## src/rtl/uart_rx.sv

```systemverilog
`default_nettype none
// ============================================================================
//  Module      : uart_rx
//  Description : 8N1 UART receiver with 16x oversampling. A two-flop
//                synchroniser feeds a falling-edge detector that arms the
//                frame FSM. The FSM validates the start bit at mid-bit, then
//                samples each data bit and the stop bit at their centres.
//  Revision    : 1.0 - initial release
// ============================================================================
module uart_rx #(
  parameter int CLK_FREQ  = 50_000_000,
  parameter int BAUD_RATE = 115200,
  parameter int TICK_DIV  = CLK_FREQ / (BAUD_RATE * 16)
) (
  input  logic       clk,
  input  logic       reset,
  input  logic       rxd,
  output logic [7:0] data_out,
  output logic       rx_done,
  output logic       frame_err,
  output logic       rx_busy
);

  localparam int TICK_W = (TICK_DIV > 1) ? $clog2(TICK_DIV) : 1;
  localparam logic [TICK_W-1:0] C_TICK_LAST = TICK_W'(TICK_DIV - 1);

  typedef enum logic [1:0] {
    IDLE  = 2'd0,
    START = 2'd1,
    DATA  = 2'd2,
    STOP  = 2'd3
  } state_t;

  state_t            state_q;
  logic              rxd_meta_q;
  logic              rxd_sync_q;
  logic              rxd_prev_q;
  logic [TICK_W-1:0] tick_cnt_q;
  logic [TICK_W-1:0] tick_cnt_d;
  logic [3:0]        samp_cnt_q;
  logic [2:0]        bit_idx_q;
  logic [7:0]        shift_q;
  logic [7:0]        data_q;
  logic              done_q;
  logic              ferr_q;
  logic              busy_q;
  logic              w_tick;
  logic              w_fall;

  assign w_tick = (tick_cnt_q == C_TICK_LAST);
  assign w_fall = rxd_prev_q & ~rxd_sync_q;

  assign data_out  = data_q;
  assign rx_done   = done_q;
  assign frame_err = ferr_q;
  assign rx_busy   = busy_q;

  // Two-flop synchroniser plus a history flop for falling-edge detection;
  // all reset high so reset never fabricates a start edge.
  always_ff @(posedge clk) begin
    if (reset) begin
      rxd_meta_q <= 1'b1;
      rxd_sync_q <= 1'b1;
      rxd_prev_q <= 1'b1;
    end else begin
      rxd_meta_q <= rxd;
      rxd_sync_q <= rxd_meta_q;
      rxd_prev_q <= rxd_sync_q;
    end
  end

  // Oversample divider: held at zero in IDLE so it starts cleanly on START entry.
  always_comb begin
    tick_cnt_d = tick_cnt_q;
    if (state_q == IDLE || w_tick) begin
      tick_cnt_d = '0;
    end else begin
      tick_cnt_d = tick_cnt_q + 1'b1;
    end
  end

  // Divider register.
  always_ff @(posedge clk) begin
    if (reset) begin
      tick_cnt_q <= '0;
    end else begin
      tick_cnt_q <= tick_cnt_d;
    end
  end

  // Frame FSM with registered outputs; sample points fall on oversample ticks.
  always_ff @(posedge clk) begin
    if (reset) begin
      state_q    <= IDLE;
      samp_cnt_q <= 4'd0;
      bit_idx_q  <= 3'd0;
      shift_q    <= 8'h00;
      data_q     <= 8'h00;
      done_q     <= 1'b0;
      ferr_q     <= 1'b0;
      busy_q     <= 1'b0;
    end else begin
      done_q <= 1'b0;
      case (state_q)
        IDLE: begin
          // Edge-armed: a line stuck low (break) never retriggers here.
          if (w_fall) begin
            state_q    <= START;
            samp_cnt_q <= 4'd0;
            busy_q     <= 1'b1;
          end
        end
        START: begin
          if (w_tick) begin
            if (samp_cnt_q == 4'd7) begin
              samp_cnt_q <= 4'd0;
              if (!rxd_sync_q) begin
                state_q   <= DATA;
                bit_idx_q <= 3'd0;
              end else begin
                // Line back high at mid start bit: treat as a glitch.
                state_q <= IDLE;
                busy_q  <= 1'b0;
              end
            end else begin
              samp_cnt_q <= samp_cnt_q + 4'd1;
            end
          end
        end
        DATA: begin
          if (w_tick) begin
            samp_cnt_q <= samp_cnt_q + 4'd1;
            if (samp_cnt_q == 4'd15) begin
              // LSB arrives first, so shift in from the MSB side.
              shift_q   <= {rxd_sync_q, shift_q[7:1]};
              bit_idx_q <= bit_idx_q + 3'd1;
              if (bit_idx_q == 3'd7) begin
                state_q <= STOP;
              end
            end
          end
        end
        STOP: begin
          if (w_tick) begin
            samp_cnt_q <= samp_cnt_q + 4'd1;
            if (samp_cnt_q == 4'd15) begin
              // Byte is published even on a framing error.
              data_q  <= shift_q;
              ferr_q  <= ~rxd_sync_q;
              done_q  <= 1'b1;
              busy_q  <= 1'b0;
              state_q <= IDLE;
            end
          end
        end
        default: begin
          state_q <= IDLE;
          busy_q  <= 1'b0;
        end
      endcase
    end
  end

endmodule
`default_nettype wire
```

## config.mk

```make
export PLATFORM = sky130hd
export DESIGN_NAME = uart_rx
export DESIGN_NICKNAME = d
export VERILOG_FILES = /design/src/rtl/uart_rx.sv
export SDC_FILE = /design/constraint.sdc
export NUM_CORES = 1
export LEC_CHECK = 0
export CORE_ASPECT_RATIO = 1.5
export CORE_MARGIN = 1.5
export CORE_UTILIZATION = 40
export CTS_BUF_LIST = sky130_fd_sc_hd__clkbuf_4 sky130_fd_sc_hd__clkbuf_8
export CTS_CLUSTER_DIAMETER = 30
export CTS_CLUSTER_SIZE = 25
export DETAILED_ROUTE_END_ITERATION = 7
export GPL_TIMING_DRIVEN = 0
export HOLD_SLACK_MARGIN = 0.15
export SYNTH_ARGS = -nofsm -noshare
export SYNTH_HDL_FRONTEND = slang
export SYNTH_SLANG_ARGS = --single-unit
```

## constraint.sdc

```tcl
create_clock -name clk -period 2.08 [get_ports clk]
set_input_delay 0.208 -clock clk [delete_from_list [all_inputs] [get_ports clk]]
set_output_delay 0.208 -clock clk [all_outputs]
set_load 0.05 [all_outputs]
```

**Yosys cells after proc, flatten, opt, wreduce, memory -nomap -nowiden**

Cells that the tools add are included.

- Register bits: 36
- Word-level logic and storage cells: 79

- Add/sub/neg operators: 3
- Equal/unequal tests: 18
- Muxes and demuxes: 29
- Bitwise gates (word level): 4
- Reduce and logical (&&, ||, !) cells: 13

Operator list:

| kind | number |
|---|---|
| inequality test 2 bit (second input constant) | 10 |
| two-way mux 2 bit | 9 |
| two-way mux 4 bit | 4 |
| two-way mux 3 bit | 5 |
| case mux 4 bit (3 select lines) | 1 |
| AND reduction 3 bit | 3 |
| case mux 2 bit (4 select lines) | 1 |
| AND reduction 8 bit | 1 |
| two-way mux 1 bit | 7 |
| AND reduction 7 bit | 1 |
| case mux 3 bit (2 select lines) | 1 |
| AND reduction 6 bit | 1 |
| adder 5 x 1 -> 5 bit (second input constant) | 1 |
| equality test 5 bit (second input constant) | 1 |
| adder 4 x 1 -> 4 bit (second input constant) | 1 |
| equality test 2 bit (second input constant) | 2 |
| equality test 4 x 3 -> 1 bit (second input constant) | 1 |
| equality test 4 bit (second input constant) | 1 |
| OR reduction 2 bit | 2 |
| adder 3 x 1 -> 3 bit (second input constant) | 1 |
| equality test 3 bit (second input constant) | 1 |
| NOT 1 bit | 3 |
| case mux 1 bit (3 select lines) | 1 |
| nonzero test 3 bit | 1 |
| other kinds (7) | 7 |

**Depth between registers and ports, before layout**

Gate-level depths: netlist (run 1).

- Depth in word-level cells: 5
- Mapped depth: 7
- Mapped depth without buffers: 6

**Least setup slack after synthesis (run 1)**

No wires, ideal clock.

- Path kind: register to register
- From: register tick_cnt_q[0]
- To: register shift_q[0]
- Library setup time: 0.128 ns
- Arrival time: 1.427 ns
- Data required time: 1.952 ns
- Setup slack: 0.525 ns
- Stages on the path, launching flop included: 8
- Buffers on the path: 1
- Path through: dfxtp_1 > inv_1 > ha_1 > nand4b_2 > nor3_1 > buf_2 > mux2i_1 > nor2_1

- Word-level cells in the longest chain between the ends: 2

Ends and longest elaborated chain:

| item | line | text |
|---|---|---|
| from (decl) | 38 | `logic [TICK_W-1:0] tick_cnt_q;` |
| from (signal assigned) | 87 | `tick_cnt_q <= tick_cnt_d;` |
| equality test 5 bit | 50 | `assign w_tick = (tick_cnt_q == C_TICK_LAST);` |
| AND reduction 3 bit (no source line) | n/a |  |
| to (signal assigned) | 135 | `shift_q <= {rxd_sync_q, shift_q[7:1]};` |
| to (decl) | 42 | `logic [7:0] shift_q;` |

Every way passes these cells.
A chain may end at the register's enable or synchronous reset.

**Final worst setup path (run 1)**

- From: register samp_cnt_q[0]
- To: register state_q[0]

- Word-level cells in the longest chain between the ends: 3
- Elaborated cells between the ends (all ways): 6
- Those cells by class: 5 x eq/ne; 1 x reduce/logical

Ends and longest elaborated chain:

| item | line | text |
|---|---|---|
| from (decl) | 40 | `logic [3:0] samp_cnt_q;` |
| from (signal assigned) | 126 | `samp_cnt_q <= samp_cnt_q + 4'd1;` |
| from (signal assigned) | 132 | `samp_cnt_q <= samp_cnt_q + 4'd1;` |
| from (signal assigned) | 145 | `samp_cnt_q <= samp_cnt_q + 4'd1;` |
| equality test 4 bit / equality test 4 x 3 -> 1 bit (equally long branches) | 133, 146, 115 |  |
| inequality test 2 bit (no source line) | n/a |  |
| AND reduction 8 bit (no source line) * | n/a |  |
| to (signal assigned) | 138 | `state_q <= STOP;` |
| to (signal assigned) | 152 | `state_q <= IDLE;` |
| to (signal assigned) | 157 | `state_q <= IDLE;` |
| to (decl) | 34 | `state_t state_q;` |

Every way passes the cells marked *; elsewhere a longest branch is shown, timed or not.

==> results_dict.tcl, run 1 <==
set metrics [dict create \
    drc 0 \
    cts_resized 0 \
    grt_usage_pct 16.7 \
    core_mm2 0.00365 \
    synthCells 156 \
    synth_common_cells "36 x dfxtp_1, 29 x nor2_1, 17 x mux2i_1" \
    place_congestion 0.890 \
    critPathKind "reg -> reg" \
    cts-htree-levels 2 \
    seq_area_um2 721 \
    hold_start "rxd_meta_q$_SDFF_PP1_" \
    overflow 0 \
    synth_top_family_by_area "simple AND/OR/NAND/NOR gates" \
    critPathMaxFanout 5 \
    period_share_pct 88.7 \
    synth-edff-count 0 \
    routed_wl_um 2980 \
    cts_hold_buf 0 \
    syn_to_final_growth_pct 19.3 \
    wire_per_inst_um 13.5 \
    dp_hpwl_um 2190 \
    clock_latency_ns 0.29 \
    grt_max_degree 13 \
    routed_via_density 5.24 \
    dr.pass1.iters 4 \
    pwr_density_cell_mw_per_mm2 738 \
    die_area_mm2 0.00421 \
    grt_pass1_wl_um 5240 \
    synth-compound-area-share_pct 8.85 \
    required_ns 2.29 \
    hold_viol_final 0 \
    synth_ff_type "dfxtp_1" \
    slew_headroom_pct 61.7 \
    slowest_delay_ns 0.49 \
    yosysTopAreaCellShare_pct 47.2 \
    row_count 27 \
    nets 184 \
    grt_pass1_vias 1172 \
    antenna_cells 0 \
    ys_seq_elements 36 \
    p_leak_nw 0.653 \
    worstPathArrival_ns 2.06 \
    synth_warnings 0 \
    placed_cell_area_mm2 0.00171 \
    tightest_slew_ns 0.567 \
    drtIter0Drc 21 \
    synth_cell_types 36 \
    setup_tns_ns 0 \
    postCtsSetupBuffers 0 \
    timing.final.crit_period_ns 1.85 \
    hold_path.class "reg -> reg" \
    slew_violations 0 \
    rr_startpoint "samp_cnt_q[0]$_SDFFE_PP0P_" \
    drive_gt1_share_pct 11.3 \
    endpoint_kind "flip-flop" \
    setup_viol 0 \
    yosysMostFrequentCell "dfxtp_1" \
    cts_buffers 5 \
    cap_violations 0 \
    synth_largest_area_cell "dfxtp_1" \
    clkSinkCount 36 \
    crit_chain "ha_1 > nor4bb_1 > a211oi_1 > or3_1 > a21oi_1" \
    die_x_um 53.5 \
    outcome "completed" \
    rsz0062_at_grt "false" \
    antenna_found_initial 0 \
    ant_nets 0 \
    ys_seq_area_share_pct 47.2 \
    max_freq_ghz 0.542 \
    crit_slowest_cell "nor4bb_1" \
    synth_nets 164 \
    synth-simple-area-share_pct 23.7 \
    multi_input_area_um2 756 \
    cts_buffer_depth 2 \
    clkTransAtPathRegs_ns 0.07 \
    n_fill_cell 351 \
    cts.root.buffer_cell "clkbuf_8" \
    num_io_pins 14 \
    synthArstFlopShare_pct 0 \
    synthAdderAreaFrac_pct 4.10 \
    place.port_buffers 13 \
    holdWs_ns 0.419 \
    avgSynthCellArea_um2 9.79 \
    dieHeight_um 78.7 \
    ys_top_cells_by_area "dfxtp_1 47%, mux2i_1 11%, nor2_1 7.1%" \
    initial_utilization_pct 41.9 \
    netlist_area_mm2 0.00153 \
    synth_xor_area_share_pct 1.72 \
    num_vias 1153 \
    synthMuxAreaShare_pct 11.1 \
    cts_tree "yes" \
    start_kind "flip-flop" \
    finalClockSkew_ns 0.00621 \
    ir_drop_uv 598 \
    critPathLaunch "samp_cnt_q[0]$_SDFFE_PP0P_" \
    fin_area_mm2 0.00182 \
]
-- stage by stage --
step / instances / total power [mW] / util, % / worst slack [ns]
global route: 220 / 1.39 / 50.0 / 0.0852
detailed placement: 212 / 0.756 / 46.9 / 0.266
finish: 220 / 1.34 / 50.0 / 0.235
global placement: 212 / 0.755 / 46.9 / 0.297
floorplan: 156 / 0.740 / - / 0.525
CTS: 220 / 1.37 / 50.0 / 0.236
-- worst max-delay path, delay by kind of cell, from the launching register on --
kind | cells | cell delay [ns]
fa+ha+maj | 1 | 0.24
compound gates | 2 | 0.29
simple gates | 2 | 0.87
flops | 1 | 0.37
-- where the power goes --
part	leakage [nW]	internal, mW	switching (mW)
clock network	0.0541	0.354	0.250
registers	0.291	0.694	0.00385
logic	0.308	0.0153	0.0267
total	0.653	1.06	0.281
-- layout make-up --
cell class              instances  area share, %
clock buffers                   5           3.77
flip-flops and latches         36           39.5
plain buffers                   8           2.40
clock inverters                 3           2.33
multi-input cells             110           41.5
well taps                      43           2.95
inverters                       2          0.412
repair buffers                 13           7.14
-- final timing paths --
kind | end | slack (ns) | cells past startpoint
worst max-delay path | state_q[0]$_SDFFE_PP0P_ | 0.23 | 5
worst min-delay path | rxd_sync_q$_SDFF_PP1_ | 0.42 | 1
worst min register to register | rxd_sync_q$_SDFF_PP1_ | 0.42 | 1
worst max register to register | state_q[0]$_SDFFE_PP0P_ | 0.23 | 5
-- registers in the layout (all words and copies together) (netlist names), 3 cells and up, named ones only --
register / cells
tick_cnt_q: 5
shift_q: 8
samp_cnt_q: 4
data_out: 8
bit_idx_q: 3
-- routing by layer --
| metal | share of wire, % | global-route usage (%) |
|---|---|---|
| met1 | 42 | 18.0 |
| met2 | 53 | 29.4 |
| met3 | 3.5 | 5.08 |
| met4 | 1.5 | 6.15 |
| met5 | 0 | 0 |
-- logic make-up (layout without fill, tap and decap cells) --
kind of cell / after synthesis / in the layout
and+or+nand+nor: 65 / 65
xor gates and xnor gates: 3 / 3
adders and majority gates: 5 / 5
DFF: 36 / 36
buffers and inverters: 10 / 31
muxes: 17 / 17
AOI/OAI and AO/OA: 20 / 20
-- cells in the final DEF, fill, tap and decap left out, types with 2 or more instances in the layout --
master           instances
inv_1                    2
a21oi_1                  9
xor2_1                   2
nor2_1                  29
dfxtp_1                 36
mux2i_1                 17
nand3b_1                 3
or2_2                    4
a211oi_1                 4
buf_2                    2
ha_1                     5
or3_1                    2
clkdlybuf4s50_1         13
o21ai_0                  3
nand2b_1                 4
nand2_1                  3
clkbuf_8                 5
nand3_1                  4
nand4b_1                 2
nor3_1                   4
clkbuf_1                 4
Note: power is estimated with default switching activity, not from simulation.
==> run 2: changes to the inputs <==
--- a/config.mk
+++ b/config.mk
@@ -14,6 +14,7 @@
 export DETAILED_ROUTE_END_ITERATION = 7
 export GPL_TIMING_DRIVEN = 0
 export HOLD_SLACK_MARGIN = 0.15
+export SKIP_CTS_REPAIR_TIMING = 1
 export SYNTH_ARGS = -nofsm -noshare
 export SYNTH_HDL_FRONTEND = slang
 export SYNTH_SLANG_ARGS = --single-unit
==> results of run 2 <==
The final DEF is identical to that of run 1; final timing and power are the same.
